--- src/rtl/ave8_bcd_display_if.sv ---
// Sample handshake between the moving-average block (master) and the
// BCD display stage (slave). Bit 0 of in_data is the MSB.
interface ave8_bcd_display_if;
    logic [0:7] in_data;
    logic       in_valid;
    logic       in_ready;

    modport master (output in_data, output in_valid, input in_ready);
    modport slave  (input in_data, input in_valid, output in_ready);
endinterface

--- src/rtl/ave8_bcd_display.sv ---
// Display stage: accepts an 8-bit average, converts it to three BCD digits
// by double-dabble over 8 cycles, and drives active-low seven-segment outputs.
module ave8_bcd_display #(
    parameter bit BLANK_LZ = 1'b1
) (
    input  logic                 CLOCK,
    input  logic                 RESET,
    ave8_bcd_display_if.slave    in_if,
    output logic [0:3]           bcd_hun,
    output logic [0:3]           bcd_tens,
    output logic [0:3]           bcd_units,
    output logic [0:6]           seg_hun,
    output logic [0:6]           seg_tens,
    output logic [0:6]           seg_units,
    output logic                 disp_valid
);

    typedef enum logic [1:0] {IDLE, CONV, LOAD} state_t;

    localparam logic [0:6] SEG_BLANK = 7'b1111111;

    state_t      state;
    state_t      state_next;
    logic [19:0] shift_reg;   // [19:16] hundreds, [15:12] tens, [11:8] units, [7:0] binary
    logic [2:0]  iter;
    logic        ready;
    logic        accept;
    logic        hun_zero;
    logic        tens_zero;

    function automatic logic [0:6] seg_encode(input logic [3:0] digit);
        case (digit)
            4'd0:    seg_encode = 7'b0000001;
            4'd1:    seg_encode = 7'b1001111;
            4'd2:    seg_encode = 7'b0010010;
            4'd3:    seg_encode = 7'b0000110;
            4'd4:    seg_encode = 7'b1001100;
            4'd5:    seg_encode = 7'b0100100;
            4'd6:    seg_encode = 7'b0100000;
            4'd7:    seg_encode = 7'b0001111;
            4'd8:    seg_encode = 7'b0000000;
            4'd9:    seg_encode = 7'b0000100;
            default: seg_encode = SEG_BLANK;
        endcase
    endfunction

    // One double-dabble iteration: add-3 correction on each nibble, then shift.
    function automatic logic [19:0] dabble_step(input logic [19:0] sr);
        logic [19:0] t;
        t = sr;
        for (int n = 0; n < 3; n++) begin
            if (t[8 + 4*n +: 4] >= 4'd5)
                t[8 + 4*n +: 4] = t[8 + 4*n +: 4] + 4'd3;
        end
        return {t[18:0], 1'b0};
    endfunction

    assign accept       = in_if.in_valid && ready && (state == IDLE);
    assign in_if.in_ready = ready;
    assign hun_zero     = (shift_reg[19:16] == 4'd0);
    assign tens_zero    = (shift_reg[15:12] == 4'd0);

    // NOTE: sequential state uses non-blocking assignments so every register
    // samples pre-edge values regardless of process ordering.
    always_ff @(posedge CLOCK) begin
        if (RESET) state <= IDLE;
        else       state <= state_next;
    end

    // NOTE: next state is defaulted first so no path through the case infers a latch.
    always_comb begin
        state_next = state;
        case (state)
            IDLE:    if (accept) state_next = CONV;
            CONV:    if (iter == 3'd7) state_next = LOAD;
            LOAD:    state_next = IDLE;
            default: state_next = IDLE;
        endcase
    end

    // ready is registered so it stays low through reset and rises one edge after release.
    always_ff @(posedge CLOCK) begin
        if (RESET) begin
            shift_reg  <= '0;
            iter       <= '0;
            ready      <= 1'b0;
            bcd_hun    <= '0;
            bcd_tens   <= '0;
            bcd_units  <= '0;
            seg_hun    <= SEG_BLANK;
            seg_tens   <= SEG_BLANK;
            seg_units  <= SEG_BLANK;
            disp_valid <= 1'b0;
        end else begin
            ready      <= (state_next == IDLE);
            disp_valid <= 1'b0;
            case (state)
                IDLE: begin
                    if (accept) begin
                        shift_reg <= {12'b0, in_if.in_data};
                        iter      <= '0;
                    end
                end
                CONV: begin
                    shift_reg <= dabble_step(shift_reg);
                    iter      <= iter + 3'd1;
                end
                LOAD: begin
                    bcd_hun    <= shift_reg[19:16];
                    bcd_tens   <= shift_reg[15:12];
                    bcd_units  <= shift_reg[11:8];
                    seg_hun    <= (BLANK_LZ && hun_zero) ? SEG_BLANK : seg_encode(shift_reg[19:16]);
                    seg_tens   <= (BLANK_LZ && hun_zero && tens_zero) ? SEG_BLANK
                                                                      : seg_encode(shift_reg[15:12]);
                    seg_units  <= seg_encode(shift_reg[11:8]);
                    disp_valid <= 1'b1;
                end
                default: ;
            endcase
        end
    end

endmodule

--- src/flat_wrapper.sv ---
// flat-port wrapper written by rule: the top's interface ports become plain ports
module ave8_bcd_display_flat 
#(
    parameter bit BLANK_LZ = 1'b1
)
  (CLOCK, RESET, bcd_hun, bcd_tens, bcd_units, seg_hun, seg_tens, seg_units, disp_valid, in_if_in_data, in_if_in_valid, in_if_in_ready);
  ave8_bcd_display_if in_if_i ();
  input  logic CLOCK;
  input  logic RESET;
  output logic [0:3] bcd_hun;
  output logic [0:3] bcd_tens;
  output logic [0:3] bcd_units;
  output logic [0:6] seg_hun;
  output logic [0:6] seg_tens;
  output logic [0:6] seg_units;
  output logic disp_valid;
  input wire logic [$bits(in_if_i.in_data)-1:0] in_if_in_data;
  input wire logic [$bits(in_if_i.in_valid)-1:0] in_if_in_valid;
  output wire logic [$bits(in_if_i.in_ready)-1:0] in_if_in_ready;
  assign in_if_i.in_data = in_if_in_data;
  assign in_if_i.in_valid = in_if_in_valid;
  assign in_if_in_ready = in_if_i.in_ready;
  ave8_bcd_display #(.BLANK_LZ(BLANK_LZ)) u_core (.CLOCK(CLOCK), .RESET(RESET), .in_if(in_if_i), .bcd_hun(bcd_hun), .bcd_tens(bcd_tens), .bcd_units(bcd_units), .seg_hun(seg_hun), .seg_tens(seg_tens), .seg_units(seg_units), .disp_valid(disp_valid));
endmodule
--- config.mk ---
export PLATFORM = sky130hd
export DESIGN_NAME = ave8_bcd_display_flat
export DESIGN_NICKNAME = d
export VERILOG_FILES = /design/src/rtl/ave8_bcd_display_if.sv /design/src/rtl/ave8_bcd_display.sv /design/src/flat_wrapper.sv
export SDC_FILE = /design/constraint.sdc
export NUM_CORES = 1
export LEC_CHECK = 0
export BUFFER_PORTS_ARGS = -buffer_cell sky130_fd_sc_hd__buf_2
export CAP_MARGIN = 20
export CORE_UTILIZATION = 61
export DETAILED_ROUTE_END_ITERATION = 10
export PLACE_DENSITY = 0.84
export SETUP_SLACK_MARGIN = 0.2
export SYNTH_ARGS = -nofsm -noshare
export SYNTH_HDL_FRONTEND = slang
export SYNTH_SLANG_ARGS = --single-unit
--- constraint.sdc ---
create_clock -name CLOCK -period 5.1 [get_ports CLOCK]
set_clock_uncertainty 0.15 [all_clocks]
set_input_delay 1.53 -clock CLOCK [delete_from_list [all_inputs] [get_ports CLOCK]]
set_output_delay 1.53 -clock CLOCK [all_outputs]
set_load 0.005 [all_outputs]
==> impl_metrics.ini <==
[clocking]
clk-insertion-delay-late_ns = 0.35
cts_setup_buffers = 0
cts_buffers = 9
h-tree-depth = 3
cts_buffer_depth = 2
clkTransAtPathRegs_ns = 0.07
cts_sinks = 74
clockRootBuffer = clkbuf_8
ctsHoldBuffers = 0
cts-resized-gates = 0
cts_tree = built

[global_route]
grt-ovfl-total = 0
antenna_found_initial = 0
grt_pass1_wl_mm = 12.3
grt_pass1_vias = 2698
grt_util_all_layers_pct = 26.4
grt_max_degree = 47

[worst_setup_path]
reg2reg_from = u_core.shift_reg[16]$_SDFFE_PP0N_
r2r_setup_slack_ns = 2.37
slowest_delay_ns = 0.67
start_kind = input port
crit_path_max_fanout = 46
critPathRequiredTime_ns = 5.14
critPathKind = in -> reg
startpoint = RESET
critPathArrivalTime_ns = 3.41
r2r_cells = 12
crit_path_cell_trace = buf_2 > nor2_2 > a32o_1 > inv_1 > ha_1 > nor2_1 > a21oi_1 > a211oi_1
cp-end-kind = flop
cpMaxStageDelayCell = buf_2

[sta]
tightestPinTransition_ns = 0.978
finalSetupViolations = 0
relSlewSlack_pct = 34.8
fmax_ghz = 0.297
rsz0062_at_grt = false
period_share_pct = 66.1
fin_tns_setup_ns = 0
timing.hold.ws_ns = 0.294
setup_slack_ns = 1.73
slew_violations = 0
finalHoldViolCount = 0
min_period_ns = 3.37

[placed_design]
placed_area_um2 = 3650
io_buffer_count = 45
dp_hpwl_mm = 4.72
place_congestion = 0.891
post-place-ws_ns = 1.46

[floorplan]
initial_core_util_pct = 65.1
rows = 26
pin_count = 46
core-area_um2 = 5240
die_h_um = 76.8
dieArea_um2 = 5890
die_width_um = 76.8

[logic_synthesis]
postSynthAreaPerCell_um2 = 8.95
syn-num-nets = 417
ys.flop_type = dfxtp_1
yosysSeqAreaShare_pct = 43.4
synth-edff-count = 0
syn_area_um2 = 3410
ys_seq_elements = 74
yosysUniqueCellTypes = 57
yosysWarningCount = 0
postSynthCellCount = 381
ys_async_sr_fraction_pct = 0

[drt]
avgViaCountPerCell = 5.83
firstDrtPassIters = 5
drc = 0
first_iter_violations = 207
wl_per_cell_um = 14.7
wl_mm = 7.24
antenna_left = 0
vias = 2870

[min_path]
holdPathStages = 2
hold_path.class = reg -> reg
whs_endpoint = u_core.seg_hun[4]$_SDFFE_PP1P_

[job]
maxCapViolCount = 0

[layout]
most-common-layout-cells = nand2_1, dfxtp_1, buf_2, nor2_1, ha_1
finalNetCount = 455
area_delta_synth_final_pct = 13.0
stdcell_area_um2 = 3850
antenna_cells = 0
layout_commonest_cell = nand2_1
utilization_pct = 73.6
drive_gt1_share_pct = 19.7

[power]
p_per_area_nw_per_um2 = 294
p_leak_nw = 1.58
ir_worst_vdd_mv = 0.195

[run_status]
status = finished clean
-- critical path: cells and delay by family --
family,cells,cell delay (ns)
AO/OA/AOI/OAI,3,0.59
buffers and inverters,2,0.83
AND/OR/NAND/NOR,2,0.22
adder cells (fa/ha/maj),1,0.21
-- cell type report --
class | count | area, um2
tap | 70 | 87.6
clock inverter | 3 | 65.1
inverter | 15 | 58.8
multi-input combinational | 270 | 1760
sequential | 74 | 1480
timing repair buffer | 49 | 255
clock buffer | 11 | 141
fill | 392 | 1380
-- stage by stage --
stage | power [W] | cells
after floorplan | 0.000649 | 381
after global placement | 0.000661 | 478
after detailed placement | 0.000663 | 478
after CTS | 0.00114 | 492
after global routing | 0.00117 | 492
final | 0.00113 | 492
-- cell usage after synthesis, types with 4 or more instances --
| cell type | number | area (um2) |
|---|---|---|
| a21oi_1 | 17 | 85.1 |
| a21oi_2 | 5 | 43.8 |
| a22oi_1 | 6 | 45.0 |
| a311oi_1 | 9 | 78.8 |
| buf_2 | 6 | 30.0 |
| clkbuf_1 | 13 | 48.8 |
| dfxtp_1 | 74 | 1480 |
| ha_1 | 25 | 313 |
| inv_1 | 14 | 52.6 |
| mux2i_1 | 6 | 60.1 |
| nand2_1 | 76 | 285 |
| nand2b_1 | 5 | 31.3 |
| nor2_1 | 27 | 101 |
| nor3_1 | 5 | 25.0 |
| o21ai_0 | 10 | 50.1 |
| o21ai_1 | 5 | 25.0 |
| o22ai_1 | 14 | 87.6 |
| xnor2_1 | 4 | 35.0 |
-- per-layer routing --
metal | global-route usage, % | up-vias | wire length (um)
li1 | - | 1398 | -
met1 | 32.1 | 1348 | 3150
met2 | 43.9 | 102 | 3490
met3 | 5.95 | 22 | 403
met4 | 12.5 | 0 | 193
met5 | 0 | - | 0
-- kinds of logic after synthesis --
group,Yosys count,synth area share [%]
flip-flops,74,43.4
buffers and inverters,37,4.81
AO/OA/AOI/OAI,94,20.3
XOR/XNOR,4,1.03
adder cells (fa/ha/maj),25,9.17
multiplexers,8,2.61
AND/OR/NAND/NOR,139,18.6
-- report_power, final --
group / switching [W] / internal, W
logic: 0.0000368 / 0.0000200
registers: 0.00000652 / 0.000587
clock network: 0.000201 / 0.000283
total: 0.000244 / 0.000889
-- worst max path at each step --
stage | slack (ns) | cells past startpoint | to
3_5_place_dp | 1.46 | 7 | flop
3_3_place_gp | 1.53 | 7 | flop
6_report | 1.73 | 8 | flop
2_1_floorplan | 1.88 | 10 | flop
4_1_cts | 1.76 | 8 | flop
5_1_grt | 1.59 | 7 | flop
(Power assumes the default switching activity.)
